===== config.mk =====
export PLATFORM = sky130hd
export DESIGN_NAME = hazard_ctrl
export DESIGN_NICKNAME = d
export VERILOG_FILES = /design/src/rtl/hazard_ctrl_pkg.sv /design/src/rtl/hazard_ctrl_cmp.sv /design/src/rtl/hazard_ctrl.sv
export SDC_FILE = /design/constraint.sdc
export NUM_CORES = 1
export LEC_CHECK = 0
export ABC_CLOCK_PERIOD_IN_PS = 2800
export BUFFER_PORTS_ARGS = -buffer_cell sky130_fd_sc_hd__buf_2
export CORE_MARGIN = 1.5
export CORE_UTILIZATION = 50
export CTS_BUF_LIST = sky130_fd_sc_hd__clkbuf_8
export DETAILED_ROUTE_END_ITERATION = 16
export HOLD_SLACK_MARGIN = 0.06
export PLACE_DENSITY_LB_ADDON = 0.25
export SYNTH_ARGS = -nofsm -noshare
export SYNTH_HDL_FRONTEND = slang
export SYNTH_SLANG_ARGS = --single-unit

===== constraint.sdc =====
create_clock -name clk -period 2.8 [get_ports clk]
set_input_delay 0 -clock clk [delete_from_list [all_inputs] [get_ports clk]]
set_output_delay 0 -clock clk [all_outputs]
set_load 0.005 [all_outputs]

===== src/rtl/hazard_ctrl_pkg.sv =====
// Shared CPU parameters for the hazard unit: bypass select codes, Tuse
// "unused" marker, mult/div latencies and the MD state encoding.
// Pure definitions; no ports, no latency, no backpressure.
package hazard_ctrl_pkg;

   // Bypass mux select for a GPR read operand
   localparam logic [1:0] RData0_from_RData0 = 2'b00;  // register file
   localparam logic [1:0] RData0_from_ID     = 2'b01;  // ID/EX result
   localparam logic [1:0] RData0_from_EX     = 2'b10;  // EX/Mem result

   // Tuse value meaning "this source is not read"
   localparam logic [2:0] TUSE_UNUSED = 3'b111;

   // Mult/div occupancy in RUN cycles
   localparam logic [3:0] MULT_CYC = 4'd5;
   localparam logic [3:0] DIV_CYC  = 4'd10;

   typedef enum logic {
      MD_IDLE = 1'b0,
      MD_RUN  = 1'b1
   } md_state_t;

endpackage


===== src/rtl/hazard_ctrl_cmp.sv =====
// Per-source hazard compare: decides stall and bypass select for one GPR read.
// Latency: purely combinational (0 cycles).
// Backpressure: none; o_stall feeds the pipeline freeze in the parent.
// Ports: i_rreg/i_tuse  - source register and cycles until it is needed
//        i_waddr_*/i_tnew_* - destination and cycles-to-ready in ID/EX, EX/Mem
//        o_stall, o_bypass  - stall request and 2-bit bypass select
module hazard_cmp
   import hazard_ctrl_pkg::*;
(
   input  logic [4:0] i_rreg,
   input  logic [2:0] i_tuse,
   input  logic [4:0] i_waddr_ex,
   input  logic [2:0] i_tnew_ex,
   input  logic [4:0] i_waddr_mem,
   input  logic [2:0] i_tnew_mem,
   output logic       o_stall,
   output logic [1:0] o_bypass
);

   logic w_hit_ex;
   logic w_hit_mem;
   logic w_used;

   // r0 is hardwired zero: never a hazard, never forwarded
   assign w_hit_ex  = (i_rreg != 5'd0) && (i_waddr_ex  == i_rreg);
   assign w_hit_mem = (i_rreg != 5'd0) && (i_waddr_mem == i_rreg);
   // An unused source can never stall (Tnew is at most 7 anyway, kept explicit)
   assign w_used    = (i_tuse != TUSE_UNUSED);

   assign o_stall = w_used && ((w_hit_ex  && (i_tnew_ex  > i_tuse)) ||
                               (w_hit_mem && (i_tnew_mem > i_tuse)));

   // The ID/EX producer is younger, so its match shadows any EX/Mem match
   // even when its result is not ready yet.
   always_comb begin
      o_bypass = RData0_from_RData0;
      if (w_hit_ex) begin
         if (i_tnew_ex == 3'd0) o_bypass = RData0_from_ID;
      end else if (w_hit_mem && (i_tnew_mem == 3'd0)) begin
         o_bypass = RData0_from_EX;
      end
   end

endmodule


===== src/rtl/hazard_ctrl.sv =====
// Pipeline hazard control: data-hazard stall, bypass selects, mult/div busy FSM.
// Latency: Stall/Busy/bypass are combinational; MD FSM advances once per clk.
// Backpressure: Stall freezes IF/ID and bubbles ID/EX; no inputs are held off.
// Ports: clk, reset (async, active-high); RegRead*/Tuse* of the ID instruction;
//        WAddr/Tnew of ID/EX and EX/Mem; MultTypeInstr, Start, MDDiv;
//        outputs Stall, RData0/1BypassCtrl, Busy, MDDone.
// Optional: HAZARD_STALL_CNT_EN adds 32-bit StallCount (stall cycles, wraps).
module hazard_ctrl
   import hazard_ctrl_pkg::*;
(
   input  logic       clk,
   input  logic       reset,
   input  logic [4:0] RegRead0_ID,
   input  logic [4:0] RegRead1_ID,
   input  logic [2:0] Tuse_RAddr0_ID,
   input  logic [2:0] Tuse_RAddr1_ID,
   input  logic [4:0] WAddr_EX,
   input  logic [2:0] Tnew_EX,
   input  logic [4:0] WAddr_Mem,
   input  logic [2:0] Tnew_Mem,
   input  logic       MultTypeInstr,
   input  logic       Start,
   input  logic       MDDiv,
   output logic       Stall,
   output logic [1:0] RData0BypassCtrl,
   output logic [1:0] RData1BypassCtrl,
`ifdef HAZARD_STALL_CNT_EN
   output logic [31:0] StallCount,
`endif
   output logic       Busy,
   output logic       MDDone
);

   md_state_t  r_state, w_state_nxt;
   logic [3:0] r_cnt, w_cnt_nxt;
   logic       w_stall0, w_stall1;

   hazard_cmp u_cmp0 (
      .i_rreg      (RegRead0_ID),
      .i_tuse      (Tuse_RAddr0_ID),
      .i_waddr_ex  (WAddr_EX),
      .i_tnew_ex   (Tnew_EX),
      .i_waddr_mem (WAddr_Mem),
      .i_tnew_mem  (Tnew_Mem),
      .o_stall     (w_stall0),
      .o_bypass    (RData0BypassCtrl)
   );

   hazard_cmp u_cmp1 (
      .i_rreg      (RegRead1_ID),
      .i_tuse      (Tuse_RAddr1_ID),
      .i_waddr_ex  (WAddr_EX),
      .i_tnew_ex   (Tnew_EX),
      .i_waddr_mem (WAddr_Mem),
      .i_tnew_mem  (Tnew_Mem),
      .o_stall     (w_stall1),
      .o_bypass    (RData1BypassCtrl)
   );

   // Start counts as busy in its own cycle so a following HI/LO user stalls
   assign Busy  = Start | (r_state == MD_RUN);
   assign Stall = (MultTypeInstr & Busy) | w_stall0 | w_stall1;

   always_ff @(posedge clk or posedge reset) begin
      if (reset) begin
         r_state <= MD_IDLE;
         r_cnt   <= 4'd0;
      end else begin
         r_state <= w_state_nxt;
         r_cnt   <= w_cnt_nxt;
      end
   end

   // Start during RUN is ignored: the running operation keeps its count
   always_comb begin
      w_state_nxt = r_state;
      w_cnt_nxt   = r_cnt;
      MDDone      = 1'b0;
      case (r_state)
         MD_IDLE: begin
            if (Start) begin
               w_state_nxt = MD_RUN;
               w_cnt_nxt   = MDDiv ? DIV_CYC : MULT_CYC;
            end
         end
         MD_RUN: begin
            w_cnt_nxt = r_cnt - 4'd1;
            if (r_cnt == 4'd1) begin
               w_state_nxt = MD_IDLE;
               MDDone      = 1'b1;
            end
         end
         default: begin
            w_state_nxt = MD_IDLE;
            w_cnt_nxt   = 4'd0;
         end
      endcase
   end

`ifdef HAZARD_STALL_CNT_EN
   logic [31:0] r_stall_cnt;

   // Free-running; natural wrap from all-ones to zero
   always_ff @(posedge clk or posedge reset) begin
      if (reset)      r_stall_cnt <= 32'd0;
      else if (Stall) r_stall_cnt <= r_stall_cnt + 32'd1;
   end

   assign StallCount = r_stall_cnt;
`endif

endmodule


==> flow_summary_export.csv, run 1 <==
group,metric,value,unit
outcome,outcome,"finished, final reports clean",
run,cap_violations,0,
drt,wl,2.130,mm
grt,grt_max_degree,8,
sta,worstMarginPinSlew,0.4140,ns
synthesis,synth_area,897.1,um^2
sta,hold_violations,0,
cells_and_area,synthToLayoutAreaGrowth,33.61,%
sta,slew-limit-headroom,72.15,%
critical_path,rrSetupSlack,1.53,ns
critical_path,crit_path_max_incr_delay,0.46,ns
sta,finClkSkew,0.0008733,ns
placement,gp_congestion,0.8722,
clocking,clock-sinks,5,
sta,max_freq,728.0,MHz
power_and_ir_drop,vdd.ir_drop.worst,670.9,uV
critical_path,crit_fanout,7,
clocking,clk_latency,0.22,ns
clocking,cts_buffer_depth,2,
cells_and_area,layout_common_cells,"buf_2, inv_1, ha_1",
synthesis,synth-simple-area-share,29.85,%
drt,drt-pass1-iter-count,4,
drt,drt_iter0_drc,18,
floorplanning,core_area,1708,um^2
critical_path,r2r_end,"r_cnt[3]",
synthesis,synthTopCellsByArea,"ha_1, dfrtp_1, xnor2_1",
cells_and_area,drive_gt1_share,31.87,%
sta,tns,0,ns
synthesis,synth_top_family_by_area,"simple AND/OR/NAND/NOR gates",
critical_path,end_kind,"primary output",
hold_path,hp-class,"in2reg",
cells_and_area,antennaDiodeCount,0,
critical_path,path_cells,"inv_1, nor4b_1, buf_2",
synthesis,synth_compound_area_share,11.30,%
synthesis,yosysWarningCount,0,
cells_and_area,multiInputGateArea,719.4,um^2
cells_and_area,finalNetCount,212,
cells_and_area,final.fill_count,142,
clocking,cts.reportedPaths.clkPinSlew,0.03,ns
clocking,htree_levels,1,
synthesis,yosysTopAreaCellShare,19.53,%
clocking,tritoncts,"done",
synthesis,syn_nets,163,
synthesis,synth_xor_area_share,19.53,%
floorplanning,ios,44,
critical_path,cp-start-kind,"register",
grt,antenna_found_initial,0,
placement,io_buffers,43,
critical_path,rr_worst_depth,4,
synthesis,ys_async_sr_fraction,100.0,%
floorplanning,dieArea,2058,um^2
critical_path,crit_family,"flip-flops",
critical_path,crit_slowest_cell,"dfrtp_1",
synthesis,ys_ff_latch,5,
placement,dpl.hpwl,1.850,mm
clocking,cts_buffers,3,
drt,num_vias,947,
critical_path,worst-path-buf-inv,2,
drt,routed_via_density,5.119,
floorplanning,start_util,52.53,%
grt,grt_pass1_wl,3.167,mm
floorplanning,die_x,45.36,um
drt,ant_nets,0,
power_and_ir_drop,power_density,440.8,nW/um^2
hold_path,whs_path_depth,3,
sta,setup-violations-final,0,
critical_path,arrival,1.37,ns
drt,drc_errors,0,
synthesis,synth_top_area_cell,"ha_1",
hold_path,min_to,"r_state",
synthesis,synthCells,112,
placement,placedInstanceArea,1144,um^2
synthesis,synth-edff-count,0,
critical_path,crit_type,"reg2out",
synthesis,muxShareOfSynthArea,0,%
synthesis,synthAdderAreaFrac,19.53,%
floorplanning,row_count,15,
sta,maxSlewViolCount,0,
synthesis,synth_top_flop_cell,"dfrtp_1",
grt,grt_pass1_vias,823,
cells_and_area,stdcell_area,1199,um^2
placement,pre_cts_slack,1.492,ns
cells_and_area,regArea,125.1,um^2
critical_path,r2r_start,"r_cnt[0]",
critical_path,critPathRequiredTime,2.80,ns
clocking,cts_root_buf,"clkbuf_8",
synthesis,synth_cell_type_count,27,
sta,period_minus_slack,1.374,ns
cells_and_area,final_common_cell,"buf_2",
power_and_ir_drop,p_leak,0.6104,nW
grt,grt_use_total,20.69,%
grt,grt.overflow.total,0,
clocking,post_cts_buffers,0,
hold_path,hp-start,"Start",
synthesis,syn_area_per_cell,8.010,um^2
floorplanning,fp.dieH,45.36,um
synthesis,synth.yosys.seq_area_share,13.95,%
sta,fin_crit_sh,49.06,%
sta,worst_slack,1.426,ns
drt,wl_per_cell,11.51,um
sta,rsz0062_at_grt,"false",
-- worst reg2reg max path, stage by stage (launching register included) --
cell and delay (ns):
dfrtp_1 0.41, or3_1 0.41, a21oi_1 0.16, nor2_1 0.05
nor3_1 0.15
-- sequential cells by signal (all words and copies together), names as in the netlist --
| register | cells |
|---|---|
| r_cnt | 4 |
| r_state | 1 |
-- timing repair --
action | CTS | global route
resized for setup | 0 | 0
hold buffers | 1 | 0
endpoints found under the hold margin | 5 | 0
-- metrics by stage --
stage,utilization (%),power (mW),std cells,hold WS [ns]
floorplan,-,0.3082,112,-0.2215
global placement,66.96,0.3876,180,-0.1042
detailed placement,66.96,0.3957,180,-0.09084
CTS,70.18,0.5302,185,0.1110
global route,70.18,0.5781,185,0.1367
finish,70.18,0.5284,185,0.1106
-- kinds of logic after synthesis --
kind of cell | Yosys count
compound gates | 16
xor+xnor | 20
fa+ha+maj | 14
buf+inv | 14
flops | 5
simple gates | 43
-- synthesized netlist by cell type (all sizes together), types with 4 or more instances --
master / number
ha: 14
inv: 14
xnor2: 11
xor2: 9
nand3: 8
nor2: 7
o21ai: 6
dfrtp: 5
nand2: 5
a21oi: 4
nor2b: 4
nor4: 4
nor4b: 4
-- cell type report --
cell class | instances | area share (%)
Clock buffer | 3 | 3.445
Clock inverter | 1 | 0.3132
Inverter | 14 | 4.384
Multi-Input combinational cell | 93 | 60.02
Sequential cell | 5 | 10.44
Tap cell | 25 | 2.610
Timing Repair Buffer | 44 | 18.79
-- report_power, final --
part	leakage, nW	switching (mW)	internal (mW)
clock	0.0269	0.0337	0.0938
combinational	0.528	0.128	0.124
sequential	0.0557	0.0384	0.110
total	0.610	0.200	0.328
-- worst max-delay path by stage --
stage	from	end	slack [ns]	cells past startpoint
2_1_floorplan	r_cnt[0]	r_cnt[3]	1.62	4
3_3_place_gp	RegRead1_ID[0]	Stall	1.53	7
3_5_place_dp	RegRead1_ID[0]	Stall	1.49	7
4_1_cts	r_state	Stall	1.45	5
5_1_grt	r_state	MDDone	1.35	3
6_report	r_state	MDDone	1.43	3
-- metal layers --
| layer | up-vias | global-route usage [%] | share of wire, % |
|---|---|---|---|
| li1 | 496 | - | - |
| met1 | 412 | 23.97 | 44 |
| met2 | 35 | 39.14 | 50 |
| met3 | 4 | 5.200 | 5.1 |
| met4 | 0 | 1.765 | 0.38 |
| met5 | - | 0 | 0 |
Note: power is estimated with default switching activity, not from simulation.
==> run 2: changes to the inputs <==
ABC_CLOCK_PERIOD_IN_PS = 1150   (was 2800)
CORE_ASPECT_RATIO = 0.7   (was default)
CORE_UTILIZATION = 43   (was 50)
clock period = 1.15 ns   (was 2.8 ns; I/O delays follow)
==> flow_summary_export.csv, run 2 (same netlist as run 1, synthesis figures left out) <==
group,metric,value,unit
clocking,htree_levels,1,
sta,worst_slack,-0.2282,ns
floorplanning,fp.dieH,41.22,um
floorplanning,row_count,13,
drt,routed_via_density,6.201,
drt,wl,4.392,mm
placement,dp.cells,190,
sta,max_freq,725.6,MHz
critical_path,cp-start-kind,"register",
cells_and_area,largestRegisters,"r_cnt x4, r_state x1",
sta,rsz0062_at_grt,"true",
sta,maxSlewViolCount,0,
clocking,clk_latency,0.23,ns
drt,drc_errors,0,
drt,num_vias,1265,
cells_and_area,postLayoutCoreUtil,89.22,%
sta,worstMarginPinSlew,0.3292,ns
sta,setup-violations-final,8,
drt,drt-pass1-iter-count,4,
floorplanning,ios,44,
clocking,cts.reportedPaths.clkPinSlew,0.04,ns
power_and_ir_drop,p_leak,0.8084,nW
floorplanning,die_x,57.60,um
cells_and_area,synthToLayoutAreaGrowth,89.26,%
placement,io_buffers,43,
hold_path,hp-class,"in2reg",
clocking,cts_buffer_depth,2,
placement,gp_congestion,0.8563,
sta,finClkSkew,0.003852,ns
critical_path,crit_fanout,4,
sta,hold_violations,0,
grt,grt_pass1_vias,991,
clocking,cts_buffers,3,
grt,grt.overflow.total,0,
power_and_ir_drop,vdd.ir_drop.worst,1737,uV
critical_path,crit_type,"reg2out",
cells_and_area,multiInputGateArea,960.9,um^2
grt,antenna_found_initial,0,
cells_and_area,drive_gt1_share,55.49,%
drt,drt_iter0_drc,157,
grt,grt_pass1_wl,4.326,mm
grt,grt_use_total,25.72,%
placement,dpl.hpwl,2.220,mm
sta,fin_crit_sh,119.8,%
drt,wl_per_cell,21.53,um
cells_and_area,regMostFlops,"r_cnt",
critical_path,arrival,1.38,ns
cells_and_area,antennaDiodeCount,0,
run,cap_violations,0,
clocking,clock-sinks,5,
cells_and_area,regArea,127.6,um^2
sta,hold-worst-slack,0.1782,ns
outcome,violations,"setup timing",
cells_and_area,layout_common_cells,"buf_2, buf_4, inv_1",
power_and_ir_drop,power_density,1210,nW/um^2
cells_and_area,stdcell_count,204,
clocking,cts_root_buf,"clkbuf_8",
clocking,tritoncts,"done",
grt,grt_max_degree,8,
drt,ant_nets,0,
critical_path,critPathRequiredTime,1.15,ns
floorplanning,start_util,47.14,%
sta,period_minus_slack,1.378,ns
floorplanning,core_area,1903,um^2
outcome,outcome,"finished, violations left",
critical_path,end_kind,"primary output",
floorplanning,dieArea,2374,um^2
cells_and_area,final_common_cell,"buf_2",
cells_and_area,finalNetCount,234,
cells_and_area,largest_register_ffs,4,
placement,pre_cts_slack,-0.1596,ns
sta,slew-limit-headroom,77.98,%
cells_and_area,final.fill_count,78,
sta,tns,-1.008,ns
[run 2: cell count changes in the layout (fill, tap and decap cells not counted), moves of 4 or more]
| cell | delta |
|---|---|
| buf_4 | +18 |
| buf_2 | -10 |
| xnor2_1 | -6 |
| xnor2_2 | +4 |
| buf_6 | +11 |
| o21ai_0 | -4 |
[run 2: final cells by class]
class                      count  area share (%)
clock inverter                 1          0.2211
inverter                      14           3.095
tap                           22           1.621
sequential                     5           7.517
timing repair buffer          66           28.52
multi-input combinational     93           56.60
clock buffer                   3           2.432
[run 2: per-stage QoR]
step,area [um^2],power (mW)
5_1_grt,1698,2.138
4_1_cts,1403,1.534
3_5_place_dp,1237,1.085
6_report,1698,2.054
3_3_place_gp,1237,1.037
2_1_floorplan,897.1,0.7503
[run 2: routing by layer]
layer,track usage (%),share of wire (%)
met1,31.62,37
met2,44.89,49
met3,3.785,7.8
met4,14.53,5.5
met5,0,0
[run 2: what timing repair did]
action	in CTS	in global routing
resized for setup	20	51
gates cloned	0	0
buffers inserted	1	8
pin swaps	10	14
endpoints found under the hold margin	5	0
hold buffers	1	0
setup endpoints to repair	8	8
[run 2: worst max-delay path: stages (launching register included)]
cell,delay (ns)
dfrtp_2,0.43
nor2_2,0.18
inv_1,0.13
nand2_1,0.10
o2111ai_1,0.14
buf_2,0.16
[run 2: worst paths after layout]
check                      startpoint        to  slack, ns  cells after the start
max                           r_state     Stall      -0.23                      5
min reg2reg                  r_cnt[2]  r_cnt[2]       0.66                      2
min                             Start  r_cnt[1]       0.18                      4
max in group asynchronous       reset   r_state       0.69                      3
min in group asynchronous       reset  r_cnt[1]       0.25                      3
max reg2reg                  r_cnt[0]  r_cnt[3]      -0.22                      4
[run 2: report_power, final]
part	internal [mW]	total (mW)	switching, mW
clock	0.231	0.338	0.107
combinational	0.664	1.33	0.663
sequential	0.275	0.389	0.115
